[config.mk]
export PLATFORM = sky130hd
export DESIGN_NAME = fetch_unit
export DESIGN_NICKNAME = d
export VERILOG_FILES = /design/src/rtl/cpu_pkg.sv /design/src/rtl/fetch_queue.sv /design/src/rtl/fetch_unit.sv
export SDC_FILE = /design/constraint.sdc
export NUM_CORES = 1
export LEC_CHECK = 0
export BUFFER_PORTS_ARGS = -buffer_cell sky130_fd_sc_hd__buf_4
export CORE_MARGIN = 5
export CORE_UTILIZATION = 50
export CTS_BUF_LIST = sky130_fd_sc_hd__clkbuf_4 sky130_fd_sc_hd__clkbuf_8 sky130_fd_sc_hd__clkbuf_16
export DETAILED_ROUTE_END_ITERATION = 10
export GPL_ROUTABILITY_DRIVEN = 0
export HOLD_SLACK_MARGIN = 0.06
export PLACE_DENSITY = 0.79
export SYNTH_ARGS = -nofsm -noshare
export SYNTH_HDL_FRONTEND = slang
export SYNTH_SLANG_ARGS = --single-unit
[constraint.sdc]
create_clock -name clk -period 7 [get_ports clk]
set_input_delay 1.05 -clock clk [delete_from_list [all_inputs] [get_ports clk]]
set_output_delay 1.05 -clock clk [all_outputs]
set_load 0.05 [all_outputs]
[src/rtl/cpu_pkg.sv]
// Shared CPU definitions: datapath widths, instruction field positions and
// small decode helpers used by the fetch stage.
package cpu_pkg;

    localparam int ADDR_W  = 32;
    localparam int DATA_W  = 32;

    localparam int OPC_MSB = 31;
    localparam int OPC_LSB = 26;
    localparam int TGT_MSB = 25;

    typedef logic [OPC_MSB-OPC_LSB:0] opcode_t;
    typedef logic [TGT_MSB:0]         jmp_target_t;

    localparam opcode_t OP_JMP = 6'h02;

    function automatic opcode_t get_opcode(input logic [DATA_W-1:0] instr);
        return instr[OPC_MSB:OPC_LSB];
    endfunction

    function automatic jmp_target_t get_jmp_target(input logic [DATA_W-1:0] instr);
        return instr[TGT_MSB:0];
    endfunction

endpackage

[src/rtl/fetch_queue.sv]
// Small synchronous FIFO between fetch and decode. Flush beats push and pop;
// when empty the head output keeps the last entry that left the queue.
module fetch_queue #(
    parameter int W     = 64,
    parameter int DEPTH = 2
) (
    input  logic         clk,
    input  logic         rst_n,
    input  logic         push,
    input  logic [W-1:0] push_data,
    input  logic         pop,
    input  logic         flush,
    output logic         full,
    output logic         empty,
    output logic [W-1:0] head_data
);

    localparam int PTR_W = (DEPTH > 1) ? $clog2(DEPTH) : 1;

    logic [W-1:0]     mem_q [DEPTH];
    logic [PTR_W-1:0] head_q, head_d;
    logic [PTR_W-1:0] tail_q, tail_d;
    logic [PTR_W:0]   count_q, count_d;
    logic [W-1:0]     last_q, last_d;
    logic             do_push, do_pop;

    assign empty     = (count_q == '0);
    assign full      = (count_q == (PTR_W+1)'(DEPTH));
    assign do_pop    = pop & ~empty & ~flush;
    assign do_push   = push & ~flush & (~full | do_pop);
    assign head_data = empty ? last_q : mem_q[head_q];

    always_comb begin
        head_d  = head_q;
        tail_d  = tail_q;
        count_d = count_q;
        last_d  = last_q;
        if (flush) begin
            head_d  = '0;
            tail_d  = '0;
            count_d = '0;
            if (!empty) begin
                last_d = mem_q[head_q];
            end
        end else begin
            if (do_push) begin
                tail_d = tail_q + 1'b1;
            end
            if (do_pop) begin
                head_d = head_q + 1'b1;
                last_d = mem_q[head_q];
            end
            case ({do_push, do_pop})
                2'b10:   count_d = count_q + 1'b1;
                2'b01:   count_d = count_q - 1'b1;
                default: count_d = count_q;
            endcase
        end
    end

    always_ff @(posedge clk or negedge rst_n) begin
        if (!rst_n) begin
            head_q  <= '0;
            tail_q  <= '0;
            count_q <= '0;
            last_q  <= '0;
        end else begin
            head_q  <= head_d;
            tail_q  <= tail_d;
            count_q <= count_d;
            last_q  <= last_d;
        end
    end

    // Storage needs no reset: an entry is only read after it has been written.
    always_ff @(posedge clk) begin
        if (do_push) begin
            mem_q[tail_q] <= push_data;
        end
    end

endmodule

[src/rtl/fetch_unit.sv]
// Instruction fetch stage: owns the PC, folds unconditional jumps locally and
// buffers fetched {instr, pc} pairs for decode. Redirects flush and reload.
module fetch_unit #(
    parameter int                ADDR_W      = cpu_pkg::ADDR_W,
    parameter int                DATA_W      = cpu_pkg::DATA_W,
    parameter logic [ADDR_W-1:0] RESET_PC    = '0,
    parameter int                QUEUE_DEPTH = 2
) (
    input  logic              clk,
    input  logic              rst_n,
    output logic [ADDR_W-1:0] imem_addr,
    input  logic [DATA_W-1:0] imem_instr,
    input  logic              redirect_valid,
    input  logic [ADDR_W-1:0] redirect_pc,
    output logic              out_valid,
    input  logic              out_ready,
    output logic [DATA_W-1:0] out_instr,
    output logic [ADDR_W-1:0] out_pc
);

    import cpu_pkg::*;

    localparam int ENTRY_W = DATA_W + ADDR_W;

    logic [ADDR_W-1:0]  pc_q, pc_d;
    logic [ADDR_W-1:0]  jmp_pc;
    logic [ENTRY_W-1:0] head_entry;
    logic               q_full, q_empty;
    logic               pop, fetch, push, is_jmp;

    assign imem_addr = pc_q;
    assign is_jmp    = (get_opcode(imem_instr) == OP_JMP);
    assign jmp_pc    = ADDR_W'(get_jmp_target(imem_instr));

    assign out_valid = ~q_empty;
    assign pop       = out_valid & out_ready;
    assign fetch     = (~q_full | pop) & ~redirect_valid;
    // Jumps are consumed here and never occupy a queue slot.
    assign push      = fetch & ~is_jmp;

    always_comb begin
        pc_d = pc_q;
        if (redirect_valid) begin
            pc_d = redirect_pc;
        end else if (fetch) begin
            pc_d = is_jmp ? jmp_pc : pc_q + 1'b1;
        end
    end

    always_ff @(posedge clk or negedge rst_n) begin
        if (!rst_n) begin
            pc_q <= RESET_PC;
        end else begin
            pc_q <= pc_d;
        end
    end

    fetch_queue #(
        .W     (ENTRY_W),
        .DEPTH (QUEUE_DEPTH)
    ) u_queue (
        .clk       (clk),
        .rst_n     (rst_n),
        .push      (push),
        .push_data ({imem_instr, pc_q}),
        .pop       (pop),
        .flush     (redirect_valid),
        .full      (q_full),
        .empty     (q_empty),
        .head_data (head_entry)
    );

    assign out_instr = head_entry[ENTRY_W-1:ADDR_W];
    assign out_pc    = head_entry[ADDR_W-1:0];

endmodule
==> out/qor.txt <==
Final Hold Viols -> 0
CTS Buf Count -> 23
WP data required -> 5950 ps
Post-synth EDFFs -> 128
Pwr per Cell Area -> 348.0 nW/um2
Share of the synthesized area in the top cell type -> 38.40%
Clock Sinks -> 228
Syn_area_per_cell -> 11.35 um2
Max Clock Freq -> 260.2 MHz
Rows -> 51
Port Buf Inserts -> 164
Largest area contributor in the synthesized netlist -> edfxtp_1
Core Area -> 19,590 um2
Simple-gate area share of the yosys netlist -> 12.58%
Unrepaired setup endpoints after global routing -> no
Synth-to-Final Area Change -> 22.15%
Fraction of layout instances using a drive strength above 1 -> 22.03%
Synth Area in XOR/XNOR -> 1.138%
Syn Std Cell Area -> 10,010 um2
Main combinational cell family by area after synthesis -> compound AO/OA/AOI/OAI gates
Die X -> 151.5 um
Starting density of the core -> 51.09%
Fin Setup TNS -> 0 ps
Crit path max fanout -> 79
First-pass GRT wire length -> 39.14 mm
# Post-CTS Setup Buffers -> 0
Synth warn -> 0
Vias per cell -> 5.692
Sequential area share after synthesis -> 63.41%
Clk slew on worst S/H paths -> 60 ps
Largest net degree at the start of global routing -> 85
N_diodes -> 0
Clock skew -> 13.30 ps
Async SR Flop Fraction -> 43.86%
Clk root buf -> clkbuf_16
Slew HR -> 19.45%
Setup crit start kind -> register
Remaining Overflow, GRT -> 0
Post-CTS Hold Buffers -> 0
Fraction of synthesized area in multiplexers -> 7.288%
Seq cells post-synth -> 228
Synth Area in Compound Gates -> 12.66%
Routed wire length per instance -> 19.81 um
Drt drc -> 0
Nets@finish -> 1,088
Synth Net Count -> 951
Vias in the first global route -> 7,074
Die ar. -> 22,950 um2
I/O pin cnt -> 165
Detail Route Antenna Nets -> 0
Worst-margin pin slew -> 1208 ps
Post-Synth Adder-Cell Area -> 0.1250%
Initial drt markers -> 729
Min setup slack post-route -> 3157 ps
Dpl ws -> 2913 ps
CP endpoint kind -> primary output
Min-Delay Path Class -> reg -> reg
CTS tree -> yes
Dpl hpwl -> 17.49 mm
Initial antenna violation count -> 0
Overall power -> 4255 uW
Hold WS -> 479.2 ps
CTS H-tree depth -> 1
Worst-skew pair later-pin latency -> 500 ps
Main flop type after synthesis -> edfxtp_1
Via count of the routed design -> 7,399
CTS resizes -> 0
Die Y -> 151.5 um
Synth Instances -> 882
Largest cells by area after synthesis -> edfxtp_1 38%, dfrtp_1 25%, mux2i_1 6.8%
Slew Viols, Final -> 0
Period utilization -> 54.90%
Max-cap violations -> 0
Fin crit period -> 3843 ps
Crit Path Class -> reg -> out
CP Data Arrival Time -> 2790 ps
Status -> completed
Worst vdd ir -> 230.7 uV
Library cells used by synthesis -> 63
Drt first pass iters -> 5
Total GRT Usage -> 22.14%
# setup viols final -> 0
Leak Pwr -> 0.004836 uW
CTS max path bufs -> 3
Final wirelength -> 25.75 mm
==> through the flow <==
step                util [%]  std cells  area, um2
global route           62.41       1300      12230
floorplan                  -        882      10010
detailed placement     58.24       1259      11410
CTS                    62.41       1300      12230
finish                 62.41       1300      12230
global placement       58.24       1259      11410
==> registers in the layout, summed over array words and instances (netlist names) <==
signal / count
imem_addr: 32
u_queue.count_q: 2
u_queue.head_q: 1
u_queue.last_q: 64
u_queue.mem_q: 128
u_queue.tail_q: 1
==> cells by family (layout without fill, tap and decap cells) <==
kind of cell             after synthesis  in the layout
AO/OA/AOI/OAI                        222            222
XOR/XNOR                              13             13
adder cells (fa/ha/maj)                1              1
buffers and inverters                 68            221
flip-flops                           228            228
multiplexers                          72             72
AND/OR/NAND/NOR                      278            278
==> power by group <==
part	leakage [uW]	internal [uW]	switching (uW)
clock	0.000411	826	481
sequential	0.00242	1620	150
combinational	0.00200	353	821
==> placed cells by master, fill, tap and decap left out, drive strengths merged, types with 11 or more instances in the layout <==
master / Yosys / routed
o21ai: 89 / 89
nand3: 15 / 15
mux2i: 68 / 68
a21oi: 80 / 80
nand2: 103 / 103
dfrtp: 100 / 100
buf: 12 / 171
clkbuf: 47 / 36
xnor2: 11 / 11
edfxtp: 128 / 128
nor3: 13 / 13
nor2: 98 / 98
==> critical path, stage by stage, from the launching register on <==
cell	delay (ps)
dfrtp_1	450
or2_4	550
buf_4	710
nor2_1	80
a21oi_1	200
buf_4	240
==> worst paths after layout <==
kind | from | endpoint | slack, ps | cells past startpoint
setup / recovery | u_queue.count_q[1]$_DFFE_PN0P_ | out_pc[11] | 3160 | 5
max in group asynchronous | rst_n | u_queue.head_q$_DFFE_PN0P_ | 5080 | 2
min in group asynchronous | rst_n | u_queue.last_q[27]$_DFFE_PN0P_ | 510 | 1
hold / removal | u_queue.last_q[1]$_DFFE_PN0P_ | u_queue.last_q[1]$_DFFE_PN0P_ | 480 | 2
setup reg to reg | u_queue.count_q[1]$_DFFE_PN0P_ | u_queue.mem_q[0][41]$_DFFE_PP_ | 3700 | 5
hold reg to reg | u_queue.last_q[1]$_DFFE_PN0P_ | u_queue.last_q[1]$_DFFE_PN0P_ | 480 | 2
==> metal layers <==
| layer | vias up | global-route usage (%) | share of wire (%) |
|---|---|---|---|
| met4 | 0 | 9.429 | 4.4 |
| met3 | 66 | 3.540 | 8.2 |
| met2 | 337 | 34.59 | 46 |
| met1 | 3510 | 31.01 | 41 |
| met5 | - | 0 | 0 |
| li1 | 3486 | - | - |
==> Yosys cell counts, types with 2 or more instances <==
cell and number:
nand4_1 6, buf_6 2, buf_1 4, a22o_1 2, o211ai_1 2, nand3_1 15
dfrtp_1 100, a311oi_1 3, a21boi_0 4, nor4_1 4, o31a_1 2, or2_2 2
o21ai_0 85, xor2_1 2, o221ai_1 8, nor4b_1 3, and2_1 3, and4_1 5
o21ai_1 4, a22oi_1 4, nand2_1 103, a41oi_1 2, nand2b_1 4, o2bb2ai_1 2
a21oi_1 80, xnor2_1 11, mux2_2 3, nor3_1 13, edfxtp_1 128, o31ai_1 2
mux2i_1 68, a31oi_1 6, inv_1 9, a21o_1 2, buf_2 5, a211oi_1 3
and3_1 9, a221o_1 2, clkbuf_1 47, o22ai_1 4, nor2_1 97
==> layout make-up <==
class | instances | area, um2
clock buffers | 36 | 691.9
flip-flops and latches | 228 | 6350
clock inverters | 5 | 125.1
inverters | 9 | 33.78
fillers | 1543 | 7365
repair buffers | 171 | 1284
well taps | 265 | 331.6
multi-input cells | 586 | 3410
No activity file was read; power rests on OpenSTA's default activity.
